<file path="config.mk">
export PLATFORM = sky130hd
export DESIGN_NAME = j_mac_accum
export DESIGN_NICKNAME = d
export VERILOG_FILES = /design/src/rtl/j_dsp_pkg.sv /design/src/rtl/j_acc_add40.sv /design/src/rtl/j_mac_accum.sv
export SDC_FILE = /design/constraint.sdc
export NUM_CORES = 1
export LEC_CHECK = 0
export ABC_AREA = 1
export CAP_MARGIN = 40
export CORE_MARGIN = 10
export CORE_UTILIZATION = 40
export DETAILED_ROUTE_END_ITERATION = 6
export PLACE_DENSITY_LB_ADDON = 0.1
export SLEW_MARGIN = 20
export SYNTH_ARGS = -nofsm -noshare
export SYNTH_HDL_FRONTEND = slang
export SYNTH_SLANG_ARGS = --single-unit
</file>
<file path="constraint.sdc">
create_clock -name sys_clk -period 4.6 [get_ports sys_clk]
set_input_delay 0.69 -clock sys_clk [delete_from_list [all_inputs] [get_ports sys_clk]]
set_output_delay 0.69 -clock sys_clk [all_outputs]
set_load 0.02 [all_outputs]
</file>
<file path="src/rtl/j_dsp_pkg.sv">
// ---------------------------------------------------------------------------
// j_dsp_pkg
// Shared definitions for the Jerry DSP multiply-accumulate path.
//   ACC_W    accumulator width (40 bits: 32-bit word plus 8 guard bits)
//   PROD_W   multiplier product width (32 bits, signed)
//   GUARD_W  guard bits above the 32-bit word
//   state_e  MAC result-sequencing states
//   sext40() sign-extends a 32-bit product to accumulator width
// ---------------------------------------------------------------------------
package j_dsp_pkg;

    localparam int ACC_W   = 40;
    localparam int PROD_W  = 32;
    localparam int GUARD_W = ACC_W - PROD_W;

    typedef enum logic [1:0] {
        IDLE  = 2'd0,
        ACCUM = 2'd1,
        DRAIN = 2'd2,
        DONE  = 2'd3
    } state_e;

    // Replicating the product sign into the guard bits keeps negative
    // products negative once they are widened to accumulator width.
    function automatic logic [ACC_W-1:0] sext40(input logic [PROD_W-1:0] p);
        return {{GUARD_W{p[PROD_W-1]}}, p};
    endfunction

endpackage

</file>
<file path="src/rtl/j_acc_add40.sv">
// ---------------------------------------------------------------------------
// j_acc_add40
// Combinational 40-bit adder/subtractor for the MAC accumulator.
// Results wrap modulo 2^40; saturation is handled downstream.
// Ports:
//   a_i    accumulator operand
//   b_i    sign-extended product operand
//   sub_i  1 = a_i - b_i, 0 = a_i + b_i
//   y_o    result
// ---------------------------------------------------------------------------
module j_acc_add40
    import j_dsp_pkg::*;
(
    input  logic [ACC_W-1:0] a_i,
    input  logic [ACC_W-1:0] b_i,
    input  logic             sub_i,
    output logic [ACC_W-1:0] y_o
);

    // Add or subtract chosen by the stage-1 sub flag.
    always_comb begin
        if (sub_i) begin
            y_o = a_i - b_i;
        end else begin
            y_o = a_i + b_i;
        end
    end

endmodule

</file>
<file path="src/rtl/j_mac_accum.sv">
// ---------------------------------------------------------------------------
// j_mac_accum
// 40-bit signed multiply-accumulate register for the Jerry DSP. Products are
// captured in stage 1, then added/subtracted into the accumulator in stage 2.
// Ports:
//   sys_clk    system clock (rising edge)
//   reset      asynchronous active-high reset
//   clr        synchronous: zero accumulator, term count, flush stage 1
//   mac_valid  product present on prod/sub
//   mac_ready  accumulator can take a product this cycle
//   prod       32-bit signed product (bit 0 = LSB)
//   sub        1 = subtract product, 0 = add
//   res_req    request: drain pipe and present result
//   res_valid  one-cycle pulse, accum_lo/accum_hi hold final sum
//   accum_lo   accumulator bits 31..0
//   accum_hi   accumulator bits 39..32 (guard bits)
//   term_cnt   products accumulated since last clr (saturates at MAXTERMS)
//   ovf_cnt    sticky: more than MAXTERMS products since clr
// ---------------------------------------------------------------------------
module j_mac_accum
    import j_dsp_pkg::*;
#(
    parameter int MAXTERMS = 16,
    parameter int CW       = 5
) (
    input  logic               sys_clk,
    input  logic               reset,
    input  logic               clr,
    input  logic               mac_valid,
    output logic               mac_ready,
    input  logic [PROD_W-1:0]  prod,
    input  logic               sub,
    input  logic               res_req,
    output logic               res_valid,
    output logic [PROD_W-1:0]  accum_lo,
    output logic [GUARD_W-1:0] accum_hi,
    output logic [CW-1:0]      term_cnt,
    output logic               ovf_cnt
);

    localparam logic [CW-1:0] MAX_CNT = CW'(MAXTERMS);

    state_e              state_q, state_d;
    logic                s1_valid_q, s1_valid_d;
    logic [PROD_W-1:0]   s1_prod_q, s1_prod_d;
    logic                s1_sub_q, s1_sub_d;
    logic [ACC_W-1:0]    acc_q, acc_d;
    logic [CW-1:0]       term_q, term_d;
    logic                ovf_q, ovf_d;
    logic [ACC_W-1:0]    add_sum;
    logic [CW-1:0]       term_base;
    logic                accept;
    logic                done_clr;

    j_acc_add40 u_add (
        .a_i   (acc_q),
        .b_i   (sext40(s1_prod_q)),
        .sub_i (s1_sub_q),
        .y_o   (add_sum)
    );

    // Stage 1 takes whatever is accepted this cycle, so a product pending
    // there is only ever added once. clr simply skips that add, which is
    // how a pending product gets discarded while a simultaneous new one
    // still lands.
    always_comb begin
        accept     = mac_valid & mac_ready;
        s1_valid_d = accept;
        s1_prod_d  = accept ? prod : s1_prod_q;
        s1_sub_d   = accept ? sub  : s1_sub_q;

        acc_d = acc_q;
        if (clr) begin
            acc_d = '0;
        end else if (s1_valid_q) begin
            acc_d = add_sum;
        end

        // A clr in the same cycle as an accept restarts the count from the
        // new product.
        term_base = clr ? '0 : term_q;
        term_d    = term_base;
        ovf_d     = clr ? 1'b0 : ovf_q;
        if (accept) begin
            if (term_base == MAX_CNT) begin
                ovf_d = 1'b1;
            end else begin
                term_d = term_base + CW'(1);
            end
        end
    end

    // Result sequencing: DRAIN waits for stage 1 to empty so the final
    // product is in the accumulator before DONE pulses it.
    always_comb begin
        state_d = state_q;
        unique case (state_q)
            IDLE: begin
                if (res_req) begin
                    state_d = accept ? DRAIN : DONE;
                end else if (accept) begin
                    state_d = ACCUM;
                end
            end
            ACCUM: begin
                if (res_req) begin
                    state_d = DRAIN;
                end
            end
            DRAIN: begin
                if (!s1_valid_q) begin
                    state_d = DONE;
                end
            end
            DONE: begin
                state_d = IDLE;
            end
            default: begin
                state_d = IDLE;
            end
        endcase
    end

    always_ff @(posedge sys_clk or posedge reset) begin
        if (reset) begin
            state_q    <= IDLE;
            s1_valid_q <= 1'b0;
            s1_prod_q  <= '0;
            s1_sub_q   <= 1'b0;
            acc_q      <= '0;
            term_q     <= '0;
            ovf_q      <= 1'b0;
        end else begin
            state_q    <= state_d;
            s1_valid_q <= s1_valid_d;
            s1_prod_q  <= s1_prod_d;
            s1_sub_q   <= s1_sub_d;
            acc_q      <= acc_d;
            term_q     <= term_d;
            ovf_q      <= ovf_d;
        end
    end

    // A clr arriving in the DONE cycle forces the pulsed result to zero,
    // matching what the accumulator is about to become.
    always_comb begin
        mac_ready = (state_q != DRAIN) && (state_q != DONE);
        res_valid = (state_q == DONE);
        done_clr  = res_valid & clr;
        accum_lo  = done_clr ? '0 : acc_q[PROD_W-1:0];
        accum_hi  = done_clr ? '0 : acc_q[ACC_W-1:PROD_W];
        term_cnt  = term_q;
        ovf_cnt   = ovf_q;
    end

endmodule

</file>
==> results of run 1 <==
[power by group]
group	internal [mW]	switching, mW	leakage (nW)
registers	1.03	0.246	1.04
clock network	0.442	0.350	0.150
logic	1.81	3.52	3.08
[state kept, by name, summed over array words and instances (netlist names)]
name and cells:
s1_valid_q 1, s1_sub_q 1, acc_q 40, s1_prod_q 32
ovf_cnt 1, state_q 2, term_cnt 5
[metal layers]
metal  track usage (%)  wire length [um]
met2              29.2              9610
met1              26.5             10900
met4              5.09               314
met5                 0                 0
met3              2.86              1150
[tightest hold or removal path, cell delays in order, from the launching register on]
cell                      delay [ns]
sky130_fd_sc_hd__dfrtp_1        0.35
sky130_fd_sc_hd__nand2_1        0.05
sky130_fd_sc_hd__nand2_1        0.05
[synth_stat cells, types with 7 or more instances]
cell                         n  share of area [%]
sky130_fd_sc_hd__dfrtp_1    82                 29
sky130_fd_sc_hd__ha_1       47                8.3
sky130_fd_sc_hd__nor2_2     10               0.89
sky130_fd_sc_hd__buf_2       7               0.50
sky130_fd_sc_hd__nand2_2     9               0.80
sky130_fd_sc_hd__inv_1     161                8.6
sky130_fd_sc_hd__o21ai_0    86                6.1
sky130_fd_sc_hd__nand3_1    44                3.1
sky130_fd_sc_hd__nor3_1     10               0.71
sky130_fd_sc_hd__o21ai_1     7               0.50
sky130_fd_sc_hd__a21oi_1    56                4.0
sky130_fd_sc_hd__o22ai_1    12                1.1
sky130_fd_sc_hd__clkbuf_1   11               0.58
sky130_fd_sc_hd__xor2_1     31                3.8
sky130_fd_sc_hd__nand2_1   314                 17
sky130_fd_sc_hd__nor2_1    153                8.1
[final cells by class]
class / count / area (um^2) / area share, %
inverter: 164 / 617 / 7.28
tap: 225 / 282 / 3.32
multi-input combinational: 836 / 4280 / 50.5
clock inverter: 6 / 72.6 / 0.856
timing repair buffer: 93 / 931 / 11.0
sequential: 82 / 2050 / 24.2
clock buffer: 10 / 239 / 2.82
[path summary, 6_finish.rpt]
check / startpoint / endpoint / slack (ns)
setup / recovery: clr / accum_lo[19] / 1.12
hold / removal: ovf_cnt / ovf_cnt / 0.48
setup reg to reg: s1_prod_q[0] / acc_q[32] / 1.20
hold reg to reg: ovf_cnt / ovf_cnt / 0.48
max in group asynchronous: reset / s1_prod_q[13] / 3.13
min in group asynchronous: reset / acc_q[28] / 0.71
[placed cells by master (no fill, tap or decap), types with 12 or more instances in the layout]
| cell type | count |
|---|---|
| sky130_fd_sc_hd__nand3_1 | 44 |
| sky130_fd_sc_hd__clkdlybuf4s50_1 | 85 |
| sky130_fd_sc_hd__nor2_1 | 153 |
| sky130_fd_sc_hd__dfrtp_1 | 82 |
| sky130_fd_sc_hd__inv_1 | 159 |
| sky130_fd_sc_hd__a21oi_1 | 56 |
| sky130_fd_sc_hd__o21ai_0 | 86 |
| sky130_fd_sc_hd__ha_1 | 47 |
| sky130_fd_sc_hd__o22ai_1 | 12 |
| sky130_fd_sc_hd__xor2_1 | 31 |
| sky130_fd_sc_hd__nand2_1 | 314 |
[logic make-up after synthesis]
logic type,count (synthesis),share of synthesized area [%]
adder cells (fa/ha/maj),48,8.61
AO/OA/AOI/OAI,187,14.5
AND/OR/NAND/NOR,567,33.3
multiplexers,2,0.301
buffers and inverters,185,10.3
flip-flops,82,29.1
XOR/XNOR,32,3.97
[stage by stage]
stage | cells | utilization [%] | cell area, um^2
floorplan | 1103 | - | 7060
global placement | 1398 | 47.0 | 8130
detailed placement | 1399 | 47.1 | 8150
CTS | 1415 | 48.9 | 8460
global route | 1416 | 49.0 | 8480
finish | 1416 | 49.0 | 8480
==> run summary, run 1 <==
The pin count of the biggest net entering global routing was 53; the full die area was 23400 um^2. The mean area per synthesized cell was 6.40 um^2. The measured slew at the worst slew-check pin was 0.717 ns; the final worst clock skew was 0.0142 ns.

The global route total overflow is 0, and the post-placement setup slack is 1.05 ns. The horizontal die dimension came out at 153 um. Worst setup path category: in -> out. In the final timing run, aggregate negative setup slack is 0 ns. The TritonCTS sink count was 82; the post-route worst hold slack was 0.485 ns. The repair_antennas step left the layout with diodes totalling 0. The post-layout minimum cycle time came out at 3.48 ns.

In this design, the stage delay of the slowest critical-path cell is 0.58 ns. The maximum vdd drop came out at 0.000291 V. Summing every instance area after synthesis gives 7060 um^2. The synthesis-to-finish area growth came out at 20.1%.

The synthesized netlist contains 45 unique library cells. The tools report the max-slew violation count as 0. Standard-cell row count: 48. The design draws 7.40 mW.

The hold violation total from the final report came out at 0. For the CTS H-tree depth, the log shows 3. The routed wirelength normalized by instance count was 15.5 um. Type of element launching the critical path: an input port. Setup repair after global routing left no endpoint under its margin. The routed wire length is 22.0 mm.

Counting stages on the worst path, the most repeated cell is sky130_fd_sc_hd__clkdlybuf4s50_1. TritonCTS created 9 clock buffers. The run finished with clean final reports. In the routed design, unresolved DRC markers number 0. Number of buffers and inverters on the critical path: 4. The logs give 1189 for the total nets after synthesis and 0 for the count of nets left with antenna violations after detail routing. The cell depth of the worst min-delay path was 2. Root buffer selected by CTS: sky130_fd_sc_hd__clkbuf_16. TritonCTS built the clock tree. The number of buffers added on ports was 85.

For this run, the top clock speed supported by timing is 287 MHz. For the placeable core region, the log shows 17300 um^2. The headroom to the max-slew limit was 51.7%.

The detailed router placed 7140 vias in this run. Global routing used 18.8% of the available tracks. The data required time at the worst endpoint was 3.91 ns.

Category of the worst setup path capture point: an output pin. The clock-pin slew reported for the worst setup and hold paths after clock tree synthesis came out at 0.07 ns. The number of synthesized flops with an enable pin came out at 0. The share of layout cells above drive strength 1 came out at 4.95%.

The tools report the initial cell density of the core as 40.8%. Pin placement for this block handled 86 I/O pins. The data arrival time of the critical path is 2.79 ns, and the final setup slack of the worst path is 1.12 ns.

The cell at the slowest stage of the critical path was sky130_fd_sc_hd__clkdlybuf4s50_1. The number of antenna violations at the first check in global routing is 0, and the maximum buffer depth of the clock tree is 2. After synthesis the netlist holds a flip-flop and latch count of 82.

The quantity of hold-fixing buffers added after cts came out at 0. After the last flow step, the layout net total stands at 1272. Counting cells, the worst reg-to-reg path comes to 22. The routability-driven placement congestion ratio was 0.920. The logic depth of the worst setup path including buffers was 6.

In this run the static leakage power is 4.28 nW. The logs give 0.36 ns for the source-to-sink clock delay at the later pin of the worst-skew pair and 1843 for the number of filler cells placed in the layout. The sequential area share after synthesis is 29.1%, and the count of endpoints failing setup in the final report is 0.

The wire length of the first global-routing pass is 36.1 mm. The min-delay analysis places its worst path in the category reg -> reg. The tools report the via count of the first global-routing pass as 7013. For the detailed-placement wirelength estimate, the log shows 17.7 mm. For this design the ratio of total power to cell area is 873 nW/um^2. In the routed layout, each cell is associated on average with a via count of 5.04. The largest fanout on the critical path came out at 22. Counting flops with an async set or reset pin after synthesis yields a share of 100%. Once the clock tree was built, the resizer swapped 0 gates to a different size. The signal on the critical path passes through clkdlybuf4s50_1 -> nand2_1 -> inv_1 -> buf_4 -> nor2_1 -> clkdlybuf4s50_1.

The most used flip-flop cell after synthesis is sky130_fd_sc_hd__dfrtp_1. The tools report the cell count after synthesis as 1103. The final cycle utilization of the critical path was 75.6%; the detailed router's first-iteration violation count was 419. The cell family contributing the most delay on the critical path is buffers and inverters.

The die span in y is 153 um. The run gives 0 as the number of synthesis warnings. Across the run, the number of max-cap violations was 0.

The buffers inserted during post-CTS setup optimization was 0; the number of detailed-routing iterations run before antenna repair was 5.
(Power assumes the default switching activity.)
==> run 2: changes to the inputs <==
Clock period 4.6 ns to 2.85 ns, I/O delays scaled along.
==> run summary, run 2 (same netlist as run 1, synthesis figures left out) <==
Most flop-heavy register: acc_q (unchanged). The logs give 24.2 mm (was 22.0 mm) for the routed wire length and 0.936 (was 0.920) for the routability-driven placement congestion ratio. The type of element launching the critical path was a register (was an input port). TritonCTS sink count: 82 (unchanged). The share of layout cells above drive strength 1 was 31.1% (was 4.95%). The number of DRC violations after detailed routing is 0 (unchanged), and the flip-flop count of the largest register after layout is 40 (unchanged). The longest individual stage delay on the worst path is 0.39 ns (was 0.58 ns). The global router's overall resource usage was 19.8% (was 18.8%); the source-to-sink clock delay at the later pin of the worst-skew pair was 0.36 ns (about the same). The clock-pin slew reported for the worst setup and hold paths after clock tree synthesis was 0.07 ns (about the same). The horizontal die dimension was 153 um (unchanged); the standard-cell row count was 48 (unchanged).

The CTS buffer count came out at 9 (unchanged). The data required time at the worst endpoint came out at 3.09 ns (was 3.91 ns). The cell at the slowest stage of the critical path is sky130_fd_sc_hd__dfrtp_1 (was sky130_fd_sc_hd__clkdlybuf4s50_1). In the finished design, the share of the clock period the worst path needs comes to 104%.

Top library cells by usage in the layout, fill and taps aside: sky130_fd_sc_hd__nand2_1, sky130_fd_sc_hd__buf_4, sky130_fd_sc_hd__inv_1, sky130_fd_sc_hd__nor2_1, sky130_fd_sc_hd__clkdlybuf4s50_1 (was sky130_fd_sc_hd__nand2_1, sky130_fd_sc_hd__inv_1, sky130_fd_sc_hd__nor2_1, sky130_fd_sc_hd__o21ai_0, sky130_fd_sc_hd__clkdlybuf4s50_1). The die span in y was 153 um (unchanged); the via count of the first global-routing pass was 7559 (was 7013). The run gives 3.20 ns (was 2.79 ns) as the data arrival time of the critical path. The type of the tightest min-delay check is in -> async (was reg -> reg). The total number of nets in the final design is 1426 (was 1272). The worst setup path category was reg -> reg (was in -> out). The launching element of the worst setup path was s1_prod_q[0] (was clr).

The checks that failed: setup timing. CP Cell Sequence: inv_2 -> ha_4 -> nand2_4 -> nor2_4 -> inv_2 -> nor2_4 -> nand2_2 -> nand2_4 -> nand2_4 -> nor2_4 -> o21ai_2 -> xor2_1 -> ha_4 -> a21oi_2 -> o21ai_2 -> a21oi_2 -> nor2_1 -> nor2_1 -> nand3_1 -> nand3_1 -> nand2_1 (was clkdlybuf4s50_1 -> nand2_1 -> inv_1 -> buf_4 -> nor2_1 -> clkdlybuf4s50_1). The placeable core region is 17300 um^2 (unchanged), and the CTS H-tree depth is 3 (unchanged).

The tools report the startpoint of the worst register-to-register path as s1_prod_q[0] (unchanged). For the hold violation total from the final report, the log shows 0 (unchanged). The run finished, with violations left.

The critical path's top delay family was simple AND/OR/NAND/NOR gates (was buffers and inverters). The root buffer selected by CTS is sky130_fd_sc_hd__clkbuf_16 (unchanged). The tools report the top-level I/O count as 86 (unchanged). The largest fanout on the critical path is 5 (was 22). The number of buffers added on ports is 85 (unchanged), and the number of antenna violations at the first check in global routing is 0 (unchanged).

For the post-route worst hold slack, the log shows 0.434 ns (was 0.485 ns). The end-of-flow core utilization was 62.7% (was 49.0%). For the detailed router's first-iteration violation count, the log shows 396 (was 419). The detailed-placement wirelength estimate was 18.5 mm (was 17.7 mm); the number of buffers and inverters on the critical path was 2 (was 4). The max-slew violation count is 0 (unchanged). The category of the worst setup path capture point is a register (was an output pin). Most common cell after layout, fill and taps aside: sky130_fd_sc_hd__nand2_1 (unchanged). The logs give -0.109 ns (was 1.12 ns) for the final setup slack of the worst path and 0 (unchanged) for the number of max-cap violations. For the quantity of hold-fixing buffers added after cts, the log shows 0 (unchanged). The global route total overflow was 0 (unchanged); the achievable frequency was 338 MHz. The headroom to the max-slew limit was 61.7% (was 51.7%). The run gives 16 (was 0) as the count of endpoints failing setup in the final report. The post-layout minimum cycle time works out to 2.96 ns. The run gives 2 (unchanged) as the maximum buffer depth of the clock tree. The initial cell density of the core was 40.8% (unchanged). The measured slew at the worst slew-check pin works out to 0.573 ns (was 0.717 ns). The routed wirelength normalized by instance count is 15.4 um (was 15.5 um). The run gives 0 (unchanged) as the count of nets left with antenna violations after detail routing.

For the total vias in the final route, the log shows 7735 (was 7140). Setup repair after global routing could not meet its margin everywhere. TritonCTS built the clock tree.

The synthesis-to-finish area growth is 53.7% (was 20.1%). The final worst clock skew is 0.0139 ns (was 0.0142 ns), and the average via count per standard cell is 4.93 (was 5.04). The wire length of the first global-routing pass is 38.5 mm (was 36.1 mm), and the minimum setup slack among reg-to-reg paths is -0.11 ns (was 1.20 ns). The count of inserted antenna diode cells is 0 (unchanged).

The pin count of the biggest net entering global routing is 42 (was 53). The number of detailed-routing iterations run before antenna repair was 5 (unchanged); the full die area was 23400 um^2 (unchanged).
[run 2: path summary, 6_finish.rpt]
| path | to | cells after the start |
|---|---|---|
| worst min register to register | ovf_cnt | 2 |
| worst min-delay path | acc_q[33] | 2 |
| min in group sys_clk | ovf_cnt | 2 |
| worst max register to register | acc_q[37] | 21 |
| worst max-delay path | acc_q[37] | 21 |
| max in group asynchronous | acc_q[21] | 3 |
[run 2: what timing repair did]
action | 4_1_cts | 5_1_grt
pin swaps | 62 | 75
resized for setup | 138 | 176
setup buffers | 13 | 26
setup endpoints to repair | 28 | 31
[run 2: per-layer routing]
layer | track usage, % | vias to the layer above | wire length, um
met5 | 0 | - | 0
li1 | - | 3987 | -
met4 | 4.13 | 0 | 473
met1 | 27.0 | 3553 | 11800
met2 | 32.0 | 166 | 11000
met3 | 3.54 | 29 | 974
[run 2: final cells by class]
class	count	area [um^2]
flip-flops and latches	82	2050
inverters	164	617
repair buffers	247	2150
clock inverters	6	48.8
fillers	1613	6440
well taps	225	282
clock buffers	10	229
multi-input cells	836	5480
[run 2: through the flow]
stage / cells / worst slack [ns] / instance area (um^2) / setup TNS (ns)
detailed placement: 1515 / -0.373 / 9050 / -5.48
CTS: 1544 / -0.146 / 9890 / -1.83
global route: 1570 / -0.304 / 10900 / -4.80
finish: 1570 / -0.109 / 10900 / -0.891
floorplan: 1103 / 0.0779 / 7060 / 0
global placement: 1515 / -0.306 / 9050 / -4.05
Power of run 2 is left out: the tool's default activity adds up to more than one toggle a clock period on the data nets, which glitch-free logic cannot reach.
